==> config.mk <==
export PLATFORM = sky130hd
export DESIGN_NAME = mandel_coord_gen
export DESIGN_NICKNAME = d
export VERILOG_FILES = /design/src/rtl/mandel_pkg.sv /design/src/rtl/mandel_raster_cnt.sv /design/src/rtl/mandel_coord_gen.sv
export SDC_FILE = /design/constraint.sdc
export NUM_CORES = 1
export LEC_CHECK = 0
export CAP_MARGIN = 10
export CORE_ASPECT_RATIO = 0.9
export CORE_MARGIN = 2
export CORE_UTILIZATION = 47
export CTS_CLUSTER_SIZE = 24
export DETAILED_ROUTE_END_ITERATION = 8
export PLACE_DENSITY = 0.75
export SYNTH_ARGS = -nofsm -noshare
export SYNTH_HDL_FRONTEND = slang
export SYNTH_SLANG_ARGS = --single-unit
==> constraint.sdc <==
create_clock -name clk -period 2.9 [get_ports clk]
set_clock_uncertainty 0.1 [all_clocks]
set_input_delay 0.87 -clock clk [delete_from_list [all_inputs] [get_ports clk]]
set_output_delay 0.87 -clock clk [all_outputs]
set_load 0.05 [all_outputs]
==> src/rtl/mandel_pkg.sv <==
// -----------------------------------------------------------------------------
// mandel_pkg
//  Shared constants and types for the Mandelbrot view pipeline.
//  COORD_WIDTH/GUARD define the Q4.12 coordinate format and the extra internal
//  fraction bits carried by the coordinate accumulators. BASE_STEP is the
//  per-pixel step at zoom 0 in internal units (4.0/640 * 2^20).
//  No ports (package).
// -----------------------------------------------------------------------------
package mandel_pkg;

   localparam int COORD_WIDTH = 16;
   localparam int ZOOM_WIDTH  = 8;
   localparam int GUARD       = 8;
   localparam int BASE_STEP   = 6554;
   localparam int H_RES       = 640;
   localparam int V_RES       = 480;
   localparam int MAX_ZOOM    = 15;

   // Signed Q4.12 coordinate as seen on the module boundaries.
   typedef logic signed [COORD_WIDTH-1:0] coord_t;

   typedef enum logic [1:0] {
      IDLE   = 2'd0,
      SETUP  = 2'd1,
      STREAM = 2'd2
   } coord_state_e;

endpackage

==> src/rtl/mandel_raster_cnt.sv <==
// -----------------------------------------------------------------------------
// mandel_raster_cnt
//  Pixel/line counters for the coordinate stream, raster order.
//  Optional build macro: MANDEL_COORD_PIXTAG_EN exposes the raw px/py counts.
// Ports
//  clk      in   clock
//  rst_n    in   asynchronous reset, active-low
//  clear    in   synchronous return to pixel (0,0)
//  advance  in   one pixel transferred
//  eol      out  px is on the last pixel of the line
//  eof      out  px/py is on the last pixel of the frame
//  px, py   out  current pixel position (MANDEL_COORD_PIXTAG_EN only)
// -----------------------------------------------------------------------------
module mandel_raster_cnt #(
   parameter int H_RES = mandel_pkg::H_RES,
   parameter int V_RES = mandel_pkg::V_RES
) (
   input  logic clk,
   input  logic rst_n,
   input  logic clear,
   input  logic advance,
   output logic eol,
   output logic eof
`ifdef MANDEL_COORD_PIXTAG_EN
   ,
   output logic [$clog2(H_RES)-1:0] px,
   output logic [$clog2(V_RES)-1:0] py
`endif
);

   localparam int PXW = $clog2(H_RES);
   localparam int PYW = $clog2(V_RES);

   logic [PXW-1:0] px_reg;
   logic [PYW-1:0] py_reg;

   always_comb begin
      eol = (px_reg == PXW'(H_RES - 1));
      eof = eol && (py_reg == PYW'(V_RES - 1));
   end

   // The last transfer of a frame wraps both counters to zero, so the next
   // frame always starts from (0,0) without an explicit clear.
   always_ff @(posedge clk or negedge rst_n) begin
      if (!rst_n) begin
         px_reg <= '0;
         py_reg <= '0;
      end else if (clear) begin
         px_reg <= '0;
         py_reg <= '0;
      end else if (advance) begin
         if (eol) begin
            px_reg <= '0;
            py_reg <= eof ? '0 : py_reg + 1'b1;
         end else begin
            px_reg <= px_reg + 1'b1;
         end
      end
   end

`ifdef MANDEL_COORD_PIXTAG_EN
   assign px = px_reg;
   assign py = py_reg;
`endif

endmodule

==> src/rtl/mandel_coord_gen.sv <==
// -----------------------------------------------------------------------------
// mandel_coord_gen
//  Turns the latched view parameters (centre, zoom) into one complex
//  coordinate c = (c_re, c_im) per screen pixel, in raster order.
//  On v_begin the inputs are latched; the top-left origin is then computed by
//  repeated subtraction (no multiplier) during SETUP, and pixels stream out
//  over a valid/ready handshake during STREAM.
//  Optional build macro: MANDEL_COORD_PIXTAG_EN adds pix_x/pix_y outputs.
// Ports
//  clk          in   clock
//  rst_n        in   asynchronous reset, active-low
//  v_begin      in   frame-start strobe; aborts any frame in progress
//  centre_x/y   in   signed Q4.12 view centre
//  zoom_level   in   zoom exponent, clamped to 15
//  coord_valid  out  c_re/c_im hold a valid pixel coordinate
//  coord_ready  in   downstream accepts (transfer on valid && ready)
//  c_re/c_im    out  signed Q4.12 pixel coordinate
//  busy         out  SETUP or STREAM
//  frame_done   out  one-cycle pulse after the last pixel transfer
//  pix_x/pix_y  out  pixel position aligned with c_re/c_im (optional)
// -----------------------------------------------------------------------------
module mandel_coord_gen #(
   parameter int COORD_WIDTH = mandel_pkg::COORD_WIDTH,
   parameter int ZOOM_WIDTH  = mandel_pkg::ZOOM_WIDTH,
   parameter int H_RES       = mandel_pkg::H_RES,
   parameter int V_RES       = mandel_pkg::V_RES,
   parameter int GUARD       = mandel_pkg::GUARD,
   parameter int BASE_STEP   = mandel_pkg::BASE_STEP
) (
   input  logic                   clk,
   input  logic                   rst_n,
   input  logic                   v_begin,
   input  logic [COORD_WIDTH-1:0] centre_x,
   input  logic [COORD_WIDTH-1:0] centre_y,
   input  logic [ZOOM_WIDTH-1:0]  zoom_level,
   output logic                   coord_valid,
   input  logic                   coord_ready,
   output logic [COORD_WIDTH-1:0] c_re,
   output logic [COORD_WIDTH-1:0] c_im,
   output logic                   busy,
   output logic                   frame_done
`ifdef MANDEL_COORD_PIXTAG_EN
   ,
   output logic [$clog2(H_RES)-1:0] pix_x,
   output logic [$clog2(V_RES)-1:0] pix_y
`endif
);

   import mandel_pkg::*;

   localparam int AW     = COORD_WIDTH + GUARD;
   localparam int HALF_H = H_RES / 2;
   localparam int HALF_V = V_RES / 2;
   localparam int SW     = $clog2(HALF_H + 1);

   coord_state_e state_reg, state_next;

   logic [SW-1:0] setup_cnt_reg;
   logic [AW-1:0] ox_reg, oy_reg, step_reg;
   logic [AW-1:0] acc_re_reg, acc_im_reg;
   logic          valid_reg, frame_done_reg;

   logic [3:0]    zoom_eff;
   logic [AW-1:0] step_shift, step_latch;
   logic          setup_done, xfer, last_xfer;
   logic          eol, eof;

   // Step for the zoom presented with v_begin; never allowed to reach zero
   // so that deep zooms still move across the plane.
   always_comb begin
      zoom_eff   = (zoom_level > ZOOM_WIDTH'(MAX_ZOOM)) ? 4'(MAX_ZOOM) : zoom_level[3:0];
      step_shift = AW'(BASE_STEP) >> zoom_eff;
      step_latch = (step_shift == '0) ? AW'(1) : step_shift;
   end

   // SETUP spends HALF_H cycles subtracting the step (the vertical origin
   // only for the first HALF_V of them, which is why H_RES >= V_RES), then
   // one more cycle loading the accumulators and raising valid.
   always_comb begin
      setup_done = (state_reg == SETUP) && (setup_cnt_reg == SW'(HALF_H));
      xfer       = valid_reg && coord_ready;
      last_xfer  = xfer && eof;
   end

   mandel_raster_cnt #(
      .H_RES (H_RES),
      .V_RES (V_RES)
   ) u_raster (
      .clk     (clk),
      .rst_n   (rst_n),
      .clear   (v_begin),
      .advance (xfer),
      .eol     (eol),
      .eof     (eof)
`ifdef MANDEL_COORD_PIXTAG_EN
      ,
      .px      (pix_x),
      .py      (pix_y)
`endif
   );

   // ---- FSM: state register ----
   always_ff @(posedge clk or negedge rst_n) begin
      if (!rst_n) state_reg <= IDLE;
      else        state_reg <= state_next;
   end

   // ---- FSM: next state ----
   always_comb begin
      state_next = state_reg;
      if (v_begin) begin
         state_next = SETUP;
      end else begin
         case (state_reg)
            IDLE:    state_next = IDLE;
            SETUP:   if (setup_done) state_next = STREAM;
            STREAM:  if (last_xfer)  state_next = IDLE;
            default: state_next = IDLE;
         endcase
      end
   end

   // ---- FSM: outputs ----
   always_comb begin
      busy = (state_reg == SETUP) || (state_reg == STREAM);
   end

   // ---- Datapath ----
   always_ff @(posedge clk or negedge rst_n) begin
      if (!rst_n) begin
         setup_cnt_reg  <= '0;
         ox_reg         <= '0;
         oy_reg         <= '0;
         step_reg       <= '0;
         acc_re_reg     <= '0;
         acc_im_reg     <= '0;
         valid_reg      <= 1'b0;
         frame_done_reg <= 1'b0;
      end else begin
         frame_done_reg <= 1'b0;
         if (v_begin) begin
            // Abort anything in flight; the accumulators keep their stale
            // value but valid is dropped so nobody consumes it.
            ox_reg        <= {centre_x, {GUARD{1'b0}}};
            oy_reg        <= {centre_y, {GUARD{1'b0}}};
            step_reg      <= step_latch;
            setup_cnt_reg <= '0;
            valid_reg     <= 1'b0;
         end else begin
            case (state_reg)
               SETUP: begin
                  if (setup_cnt_reg < SW'(HALF_H)) begin
                     ox_reg <= ox_reg - step_reg;
                     if (setup_cnt_reg < SW'(HALF_V))
                        oy_reg <= oy_reg - step_reg;
                     setup_cnt_reg <= setup_cnt_reg + 1'b1;
                  end else begin
                     acc_re_reg <= ox_reg;
                     acc_im_reg <= oy_reg;
                     valid_reg  <= 1'b1;
                  end
               end
               STREAM: begin
                  if (xfer) begin
                     if (eol) begin
                        acc_re_reg <= ox_reg;
                        acc_im_reg <= acc_im_reg + step_reg;
                     end else begin
                        acc_re_reg <= acc_re_reg + step_reg;
                     end
                     if (eof) begin
                        valid_reg      <= 1'b0;
                        frame_done_reg <= 1'b1;
                     end
                  end
               end
               default: ;
            endcase
         end
      end
   end

   // Dropping the guard bits of a two's-complement value is an arithmetic
   // shift, i.e. floor towards minus infinity.
   assign c_re        = acc_re_reg[AW-1:GUARD];
   assign c_im        = acc_im_reg[AW-1:GUARD];
   assign coord_valid = valid_reg;
   assign frame_done  = frame_done_reg;

endmodule

==> results of run 1 <==
placed cells by master (no fill, tap or decap), drive strengths merged, types with 17 or more instances in the layout:
cell,count
clkbuf,18
mux2i,17
nand3,36
o22ai,18
xor2,41
buf,79
or3,22
dfrtp,141
nand2,112
inv,44
ha,58
nor3,29
clkdlybuf4s50,75
xnor2,29
o21ai,85
a21oi,88
a211oi,19
nor2,121
metal layers:
metal  up-vias  part of all wire, %  global-route usage, %  wire length, um
met5         -                    0                      0                0
met4         0                  2.5                   8.11              645
met3        55                  4.9                   3.93             1280
met2       255                   48                   39.5            12700
met1      4329                   44                   33.5            11600
li1       4249                    -                      -                -
how the worst max path moves through the flow:
stage / start / end / slack, ns / cells after the start
global placement: coord_ready / acc_im_reg[22] / -0.34 / 8
detailed placement: coord_ready / acc_im_reg[22] / -0.35 / 8
finish: ox_reg[0] / ox_reg[16] / -0.003 / 11
global route: ox_reg[0] / ox_reg[14] / -0.1 / 11
CTS: step_reg[0] / acc_re_reg[22] / -0.03 / 11
floorplan: ox_reg[0] / ox_reg[22] / 0.03 / 11
timing repair:
item,in CTS,in global routing
setup endpoints to repair,12,35
resized for setup,11,35
endpoints found under the hold margin,0,0
pin swaps,3,20
setup buffers,0,4
per-stage QoR:
stage	setup WS [ns]	cells	util (%)	area, sq um
6_report	-0.00320	1499	58.9	11800
5_1_grt	-0.0971	1499	58.9	11800
4_1_cts	-0.0321	1495	57.9	11600
3_5_place_dp	-0.353	1463	54.5	11000
3_3_place_gp	-0.343	1463	54.5	11000
2_1_floorplan	0.0334	1131	-	9700
final cells by class:
cell class              count  area, sq um  share of cell area (%)
flip-flops and latches    141         3530                    29.8
clock inverters            14          180                    1.52
well taps                 255          319                    2.70
multi-input cells         878         5850                    49.5
repair buffers            154         1380                    11.7
inverters                  39          146                    1.24
clock buffers              18          429                    3.63
kinds of logic after synthesis:
family	after synthesis	synth area share [%]
multiplexers	20	2.10
flip-flops	141	36.4
AND/OR/NAND/NOR	413	20.5
AO/OA/AOI/OAI	313	20.6
adder cells (fa/ha/maj)	62	8.31
XOR/XNOR	70	6.32
buffers and inverters	112	5.83
where the power goes:
| group | switching [uW] | internal (uW) | leakage (uW) | total, uW |
|---|---|---|---|---|
| sequential | 536 | 2440 | 0.00177 | 2980 |
| clock | 930 | 1370 | 0.000293 | 2300 |
| combinational | 2690 | 1990 | 0.00289 | 4680 |
critical path, cell delays in order, from the launching register on:
cell and delay (ns):
dfrtp_1 0.38, inv_1 0.07, ha_2 0.19, inv_2 0.04, fa_2 0.38, a211oi_4 0.27, o21ai_2 0.12, a2111oi_4 0.48
o21ai_4 0.17, a211oi_1 0.34, xnor2_1 0.17, o21ai_0 0.09
==> impl_results.md, run 1 <==
* Outcome: finished with violations
* Failing checks: negative setup slack
* Worst-skew pair later-pin latency at 0.43 ns
* R2r setup slk at -0.003 ns
* Register bit total from synthesis at 141
* Core Rows at 49
* RSZ-0062 raised after global routing: yes
* Effective utilization at floorplan at 48.2%
* Synth cell count leaders: dfrtp_1 (141), nor2_1 (121), nand2_1 (111), a21oi_1 (88), o21ai_0 (75)
* Fin crit share at 100%
* Number of CTS-inserted buffers at 17
* Top cell type's share of synthesized area at 36.4%
* Post-Synthesis Cells at 1,131
* Setup WS post-layout at -0.00320 ns
* Register area share after synthesis at 36.4%
* Routed wire length at 26,200 um
* Htree depth at 4
* Worst reg2reg path depth at 11
* LEAKAGE at 0.00496 uW
* Post-route ant nets at 0
* Worst hold path class: input pin to async pin
* DR vias at 8,888
* Setup crit end kind: flip-flop
* # clock sinks at 141
* Routability Congestion at 0.925
* Reg2reg start: ox_reg[0]
* WHS at 0.299 ns
* N_diodes at 0
* Fraction of registers with async set/reset at 100%
* Largest net degree at the start of global routing at 54
* Total power at 9960 uW
* Max Cap Viol at 0
* I/O pin count at 79
* Worst slew pin tran at 0.547 ns
* TritonCTS clock tree: yes
* Die area at 0.0218 sq mm
* Synth area leaders: dfrtp_1 (36%), ha_1 (7.5%), nor2_1 (4.7%), a21oi_1 (4.5%), nand2_1 (4.3%)
* Core Area at 0.0201 sq mm
* CTS Hold Bufs at 0
* Rel. slew slack at 63.5%
* Clock slew at reported path FFs at 0.06 ns
* GRT Total Usage at 24.4%
* Required time worst endpoint at 3.11 ns
* Fraction of layout cells with a size suffix above 1 at 14.1%
* Capturing point of the worst reg2reg path: ox_reg[16]
* Initial antenna violation count at 0
* Maximum clock rate at 344 MHz
* Max FO, Critical Path at 7
* WL/cell at 17.5 um
* Fin crit period at 2.90 ns
* Worst IR Drop VDD at 0.411 mV
* Hpwl dp at 19,200 um
* Die height at 140 um
* Pwr dens at 841 mW/mm^2
* Global-route wire length before repair at 43,000 um
* Number of fill cells at 1,746
* Syn avg cell area at 8.58 sq um
* Clock Path Buffers at 2
* Crit start category: flip-flop
* GRT overflow at 0
* DRC Markers at 0
* Die Wd at 155 um
* # port buffers at 78
* Area Growth Syn to Fin at 22.0%
* Synth Cell Area at 0.00970 sq mm
* Slew Limit Fails at 0
* Pre-antenna DRT Iters at 5
* Crit path kind: flip-flop to flip-flop
* Post-synth EDFFs at 0
* Mapped Nets at 1,237
* Root buffer cell: clkbuf_16
* Starting DRC count in detailed routing at 661
* Via-per-instance ratio at 5.93
* Final TNS setup at -0.00320 ns
* Most frequent cell after synthesis: dfrtp_1
* Via count of the first global-routing pass at 8,616
* Unique masters post-synth at 75
* Synth Flop Type: dfrtp_1
* WP data arrival at 3.11 ns
* Setup violations, final at 1
* Fin. Hold Viols at 0
* Largest area contributor in the netlist: dfrtp_1
* Nets at 1,337
* Synthesis Warnings at 0
Power figures use the tool's default switching activity.
==> run 2, diff against run 1 <==
--- a/config.mk
+++ b/config.mk
@@ -12,6 +12,7 @@
 export CTS_CLUSTER_SIZE = 24
 export DETAILED_ROUTE_END_ITERATION = 8
 export PLACE_DENSITY = 0.75
+export RECOVER_POWER = 100
 export SYNTH_ARGS = -nofsm -noshare
 export SYNTH_HDL_FRONTEND = slang
 export SYNTH_SLANG_ARGS = --single-unit
==> run 2 against run 1 <==
  * The flow still finishes with violations (negative setup slack)
  * Hold slack better by 0.081 ns
  * Largest power group unchanged
  * Final area is 0.32% lower
  * Die area stayed put
  * Power hardly changed
  * Maximum frequency hardly changed
  * Via count is 0.15% higher
  * Highest routed layer unchanged
  * Sequential cell count stayed put
  * Worst setup slack hardly changed
  * Count of clock-buffer cells in the layout stayed put
  * First-iteration DRC count is 0.76% lower
  * Sequential power hardly changed
  * Critical path type unchanged
==> impl_results.md, run 2 (synthesis results as in run 1) <==
* Outcome: finished with violations
* Failing checks: negative setup slack
* Placed cell areas at 0.0110 sq mm (unchanged)
* Most frequent cells in the layout: dfrtp_1 (141), nor2_1 (121), nand2_1 (111)
* Effective utilization at floorplan at 48.2% (unchanged)
* Storage cell area at 0.00353 sq mm (unchanged)
* Initial antenna violation count at 0 (unchanged)
* Post-route ant nets at 0 (unchanged)
* Slowest stage cell, crit path: a2111oi_4
* Crit path kind: flip-flop to flip-flop
* Clock slew at reported path FFs at 0.06 ns (about the same)
* Final instance area at 0.0118 sq mm (-0.32%)
* Max Cap Viol at 0 (unchanged)
* Capturing point of the worst reg2reg path: ox_reg[16]
* Die Wd at 155 um (unchanged)
* Setup WS post-layout at -0.00359 ns (-0.000386 ns)
* Core Rows at 49 (unchanged)
* Commonest non-fill, non-tap cell in the layout: dfrtp_1
* Reg2reg start: ox_reg[0]
* Routability Congestion at 0.925 (unchanged)
* Non-Filler Instances at 1,499 (unchanged)
* Nets at 1,337 (unchanged)
* Max stage delay on crit path at 0.48 ns (about the same)
* Worst hold path class: flip-flop to flip-flop
* GRT overflow at 0 (unchanged)
* Max FO, Critical Path at 7 (unchanged)
* Rel. slew slack at 7.71% (-56 points)
* TritonCTS clock tree: yes
* Clock Path Buffers at 2 (unchanged)
* Fraction of layout cells with a size suffix above 1 at 13.9% (-0.16 points)
* Pre-antenna DRT Iters at 5 (unchanged)
* R2r setup slk at -0.004 ns (about the same)
* Required time worst endpoint at 3.11 ns (about the same)
* Worst hold endpoint: acc_im_reg[6]
* CP cell instances: inv_1, ha_2, inv_2, fa_2, a211oi_4, o21ai_2, a2111oi_4, o21ai_4, a211oi_1, xnor2_1, o21ai_0
* WP data arrival at 3.11 ns (about the same)
* Starting DRC count in detailed routing at 656 (-0.76%)
* DRC Markers at 0 (unchanged)
* RSZ-0062 raised after global routing: yes
* Root buffer cell: clkbuf_16
* Delay-heaviest family, CP: compound AO/OA/AOI/OAI gates
* N_diodes at 0 (unchanged)
* Worst Setup SP: ox_reg[0]
* Setup violations, final at 2 (+1)
* Fin crit period at 2.90 ns (+0.000386 ns)
* Number of CTS-inserted buffers at 17 (unchanged)
* Worst IR Drop VDD at 0.412 mV (+0.16%)
* Worst reg2reg path depth at 11 (unchanged)
* Min-delay src: acc_im_reg[6]
* Worst slew pin tran at 1.38 ns (+0.837 ns)
* Die area at 0.0218 sq mm (unchanged)
* CP Buf/Inv Count at 2 (unchanged)
* Fin crit share at 100% (about the same)
* CTS Hold Bufs at 0 (unchanged)
* Htree depth at 4 (unchanged)
* WL/cell at 17.5 um (about the same)
* Slew Limit Fails at 0 (unchanged)
* Hold Crit Depth at 2
* Via count of the first global-routing pass at 8,616 (unchanged)
* # clock sinks at 141 (unchanged)
* Setup crit end kind: flip-flop
* Crit start category: flip-flop
* Largest net degree at the start of global routing at 54 (unchanged)
* Total power at 9950 uW (about the same)
* Global-route wire length before repair at 43,000 um (unchanged)
* GRT Total Usage at 24.4% (unchanged)
* Die height at 140 um (unchanged)
* # port buffers at 78 (unchanged)
* I/O pin count at 79 (unchanged)
* Number of fill cells at 1,750 (+0.23%)
* Maximum clock rate at 344 MHz (about the same)
* DP Worst Slack at -0.353 ns (unchanged)
* Hpwl dp at 19,200 um (unchanged)
* Via-per-instance ratio at 5.94 (+0.15%)
* DR vias at 8,901 (+0.15%)
* LEAKAGE at 0.00494 uW (-0.40%)
* Worst-skew pair later-pin latency at 0.43 ns (about the same)
* Area Growth Syn to Fin at 21.6%
* Fin. Hold Viols at 0 (unchanged)
* Placed Instances at 1,463 (unchanged)
* Core Area at 0.0201 sq mm (unchanged)
* Area occupied by multi-input gates at 0.00585 sq mm (about the same)
* Routed wire length at 26,200 um (about the same)
* Pwr dens at 843 mW/mm^2 (+0.23%)
[run 2: cell types whose count changed in the layout (fill, tap and decap cells not counted), sizes merged]
| cell | previous run | this run |
|---|---|---|
| clkbuf | 18 | 22 |
| buf | 79 | 75 |
[run 2: routing by layer]
layer	up-vias	routed length [um]	track usage, %	part of all wire, %
li1	4243	-	-	-
met1	4351	11500	33.5	44
met2	255	12700	39.5	49
met3	52	1330	3.93	5.1
met4	0	614	8.11	2.3
met5	-	0	0	0
[run 2: how the worst max path moves through the flow]
stage / endpoint / slack, ns / depth (start not counted)
after floorplan: ox_reg[22] / 0.03 / 11
after global placement: acc_im_reg[22] / -0.34 / 8
after detailed placement: acc_im_reg[22] / -0.35 / 8
after CTS: acc_re_reg[22] / -0.03 / 11
after global routing: ox_reg[14] / -0.1 / 11
final: ox_reg[16] / -0.004 / 11
[run 2: per-stage QoR]
stage          setup TNS, ns  hold WS [ns]  util [%]
2_1_floorplan              0         0.354         -
4_1_cts              -0.0415         0.314      57.9
5_1_grt               -0.412         0.416      58.7
3_5_place_dp           -5.42         0.376      54.5
6_report            -0.00389         0.380      58.7
3_3_place_gp           -4.51         0.368      54.5
[run 2: worst register-to-register path, stage by stage (launching register included)]
cell and delay (ns):
dfrtp_1 0.38, inv_1 0.07, ha_2 0.19, inv_2 0.04, fa_2 0.38, a211oi_4 0.27
o21ai_2 0.12, a2111oi_4 0.48, o21ai_4 0.17, a211oi_1 0.34, xnor2_1 0.17, o21ai_0 0.09
[run 2: final cells by class]
| class | count | area share, % |
|---|---|---|
| Tap cell | 255 | 2.70 |
| Multi-Input combinational cell | 878 | 49.6 |
| Inverter | 39 | 1.24 |
| Sequential cell | 141 | 29.9 |
| Timing Repair Buffer | 154 | 11.4 |
| Clock buffer | 18 | 3.64 |
| Clock inverter | 14 | 1.53 |
[run 2: timing repair]
item / in CTS / in global routing
pin swaps: 3 / 20
setup endpoints to repair: 12 / 35
endpoints found under the hold margin: 0 / 0
gates resized for setup: 11 / 35
cloned: 0 / 0
buffers inserted: 0 / 4
[run 2: power breakdown]
group | leakage [uW] | switching (uW) | total, uW | internal [uW]
Sequential | 0.00177 | 535 | 2970 | 2440
Clock | 0.000293 | 930 | 2300 | 1370
Combinational | 0.00287 | 2690 | 4680 | 1990
Total | 0.00494 | 4150 | 9950 | 5800
==> run 3, diff against run 2 <==
--- a/config.mk
+++ b/config.mk
@@ -11,7 +11,7 @@
 export CORE_UTILIZATION = 47
 export CTS_CLUSTER_SIZE = 24
 export DETAILED_ROUTE_END_ITERATION = 8
-export PLACE_DENSITY = 0.75
+export PLACE_DENSITY = 0.73
 export RECOVER_POWER = 100
 export SYNTH_ARGS = -nofsm -noshare
 export SYNTH_HDL_FRONTEND = slang
==> constraint.sdc (replaced) <==
create_clock -name clk -period 3.32 [get_ports clk]
set_clock_uncertainty 0.1 [all_clocks]
set_input_delay 0.996 -clock clk [delete_from_list [all_inputs] [get_ports clk]]
set_output_delay 0.996 -clock clk [all_outputs]
set_load 0.05 [all_outputs]
==> run 3 against run 2 <==
  * The flow now finishes without violations
  * Global-route usage decreased by 0.17 points
  * Hold slack improved by 0.010 ns
  * Die area did not move
  * Maximum frequency down 7.7%
  * Worst setup slack gained 0.18 ns
  * Power fell by 17%
  * Critical path depth decreased by 2
  * Utilization shrank 2.9 points
  * Count of clock-buffer cells in the layout rose by 5
  * Critical endpoint is now oy_reg[19]
  * Largest power group unchanged
==> impl_results.md, run 3 (synthesis results as in run 1) <==
* Nets at 1,294 (-3.2%)
* N_diodes at 0 (unchanged)
* Die area at 0.0218 sq mm (unchanged)
* RSZ-0062 raised after global routing: yes
* Worst reg2reg path depth at 9 (-2)
* Routed wire length at 25,500 um (-2.7%)
* Via-per-instance ratio at 5.90 (-0.58%)
* Root buffer cell: clkbuf_16
* Slew Limit Fails at 0 (unchanged)
* Worst IR Drop VDD at 0.337 mV (-18%)
* Max stage delay on crit path at 0.48 ns (about the same)
* Clock Path Buffers at 2 (unchanged)
* Effective utilization at floorplan at 48.2% (unchanged)
* DR vias at 8,590 (-3.5%)
* CP cell instances: inv_1, ha_1, a21oi_1, o21ai_0, or3_1, o21ai_0, a22oi_1, or3_1, a31oi_1
* Fin crit share at 94.7% (-5.4 points)
* Crit path kind: flip-flop to flip-flop
* Met3 Use GR at 5.11% (+1.2 points)
* Outcome: completed
* Setup crit end kind: flip-flop
* CTS Hold Bufs at 0 (unchanged)
* Routability Congestion at 0.906 (-2.0%)
* Hpwl dp at 18,600 um (-3.0%)
* Max FO, Critical Path at 9 (+2)
* Htree depth at 4 (unchanged)
* Die height at 140 um (unchanged)
* I/O pin count at 79 (unchanged)
* # port buffers at 78 (unchanged)
* TritonCTS clock tree: yes
* Global-route wire length before repair at 42,400 um (-1.3%)
* Final TNS setup at 0 ns (+0.00389 ns)
* Via count of the first global-routing pass at 8,423 (-2.2%)
* Worst slew pin tran at 1.46 ns (+0.0787 ns)
* Commonest non-fill, non-tap cell in the layout: dfrtp_1
* Fraction of layout cells with a size suffix above 1 at 7.50% (-6.4 points)
* # clock sinks at 141 (unchanged)
* Clock slew at reported path FFs at 0.06 ns (about the same)
* Post-route ant nets at 0 (unchanged)
* Pwr dens at 732 mW/mm^2 (-13%)
* Placed Instances at 1,424 (-2.7%)
* Setup violations, final at 0 (-2)
* Fin. Hold Viols at 0 (unchanged)
* Pre-antenna DRT Iters at 5 (unchanged)
* Area Growth Syn to Fin at 15.7%
* Reg2reg start: step_reg[8]
* Worst-skew pair later-pin latency at 0.43 ns (about the same)
* GR Layer Usage met1 at 32.2% (-1.3 points)
* Hold Crit Depth at 2 (unchanged)
* Largest net degree at the start of global routing at 94 (+74%)
* Required time worst endpoint at 3.56 ns (+0.45 ns)
* Rel. slew slack at 2.46% (-5.2 points)
* Crit start category: flip-flop
* WL/cell at 17.5 um (+0.25%)
* Most frequent cells in the layout: dfrtp_1 (141), nor2_1 (121), nand2_1 (111)
* Initial antenna violation count at 0 (unchanged)
* Met2 usage at 38.9% (-0.58 points)
* Number of CTS-inserted buffers at 17 (unchanged)
* Worst hold endpoint: acc_re_reg[4]
* Fin crit period at 3.14 ns (+0.241 ns)
* Slowest stage cell, crit path: dfrtp_1
* GRT Total Usage at 24.2% (-0.17 points)
* GRT overflow at 0 (unchanged)
* Worst hold path class: flip-flop to flip-flop
* Core Area at 0.0201 sq mm (unchanged)
* Postcts setup bufs at 0 (unchanged)
* Busiest layer in global routing: met2
* Starting DRC count in detailed routing at 654 (-0.30%)
* LEAKAGE at 0.00467 uW (-5.4%)
* Capturing point of the worst reg2reg path: oy_reg[19]
* Core Rows at 49 (unchanged)
* Non-Filler Instances at 1,455 (-2.9%)
* Maximum clock rate at 318 MHz (-7.7%)
* DRC Markers at 0 (unchanged)
* R2r setup slk at 0.18 ns (+0.18 ns)
* Max Cap Viol at 0 (unchanged)
* Min-delay src: acc_re_reg[4]
* Die Wd at 155 um (unchanged)
* WP data arrival at 3.39 ns (+0.28 ns)
[run 3: worst max-delay path: cells and delay by family (launching register included)]
| kind | cells | cell delay [ns] |
|---|---|---|
| compound gates | 5 | 1.21 |
| fa+ha+maj | 1 | 0.35 |
| buf+inv | 1 | 0.14 |
| flops | 1 | 0.48 |
| simple gates | 2 | 0.79 |
[run 3: final cells by class]
cell class / instances / area (sq um)
Clock inverter: 8 / 108
Timing Repair Buffer: 111 / 996
Sequential cell: 141 / 3530
Fill cell: 1850 / 8880
Tap cell: 255 / 319
Clock buffer: 23 / 488
Inverter: 39 / 146
Multi-Input combinational cell: 878 / 5640
[run 3: how the worst max path moves through the flow]
stage / start / to / cells after the start
5_1_grt: ox_reg[0] / ox_reg[14] / 11
2_1_floorplan: ox_reg[0] / ox_reg[22] / 11
6_report: step_reg[8] / oy_reg[19] / 9
3_5_place_dp: coord_ready / acc_im_reg[16] / 8
4_1_cts: state_reg[0] / busy / 4
3_3_place_gp: coord_ready / acc_im_reg[16] / 8
[run 3: per-stage QoR]
step           setup WS (ns)  instance area (sq um)  power [uW]  hold WS, ns  util [%]
3_3_place_gp         -0.0978                  10700        6180        0.366      53.0
2_1_floorplan          0.453                   9700        5440        0.354         -
3_5_place_dp         -0.0815                  10700        6270        0.385      53.0
6_report               0.176                  11200        8220        0.391      55.8
5_1_grt            -0.000741                  11200        8770        0.418      55.8
4_1_cts               0.0261                  11300        8270        0.396      56.0
[run 3: metal layers]
metal,up-vias,part of all wire [%]
li1,4167,-
met1,4123,46
met2,239,47
met3,61,4.7
met4,0,3.1
met5,-,0
[run 3: power by group]
part | switching, uW | internal [uW]
registers | 464 | 2130
clock network | 761 | 1190
logic | 2190 | 1490
total | 3410 | 4810
[run 3: repair_timing]
item / CTS / global route
endpoints found under the setup margin: 0 / 7
hold endpoints to repair: 0 / 0
resized for setup: 0 / 4
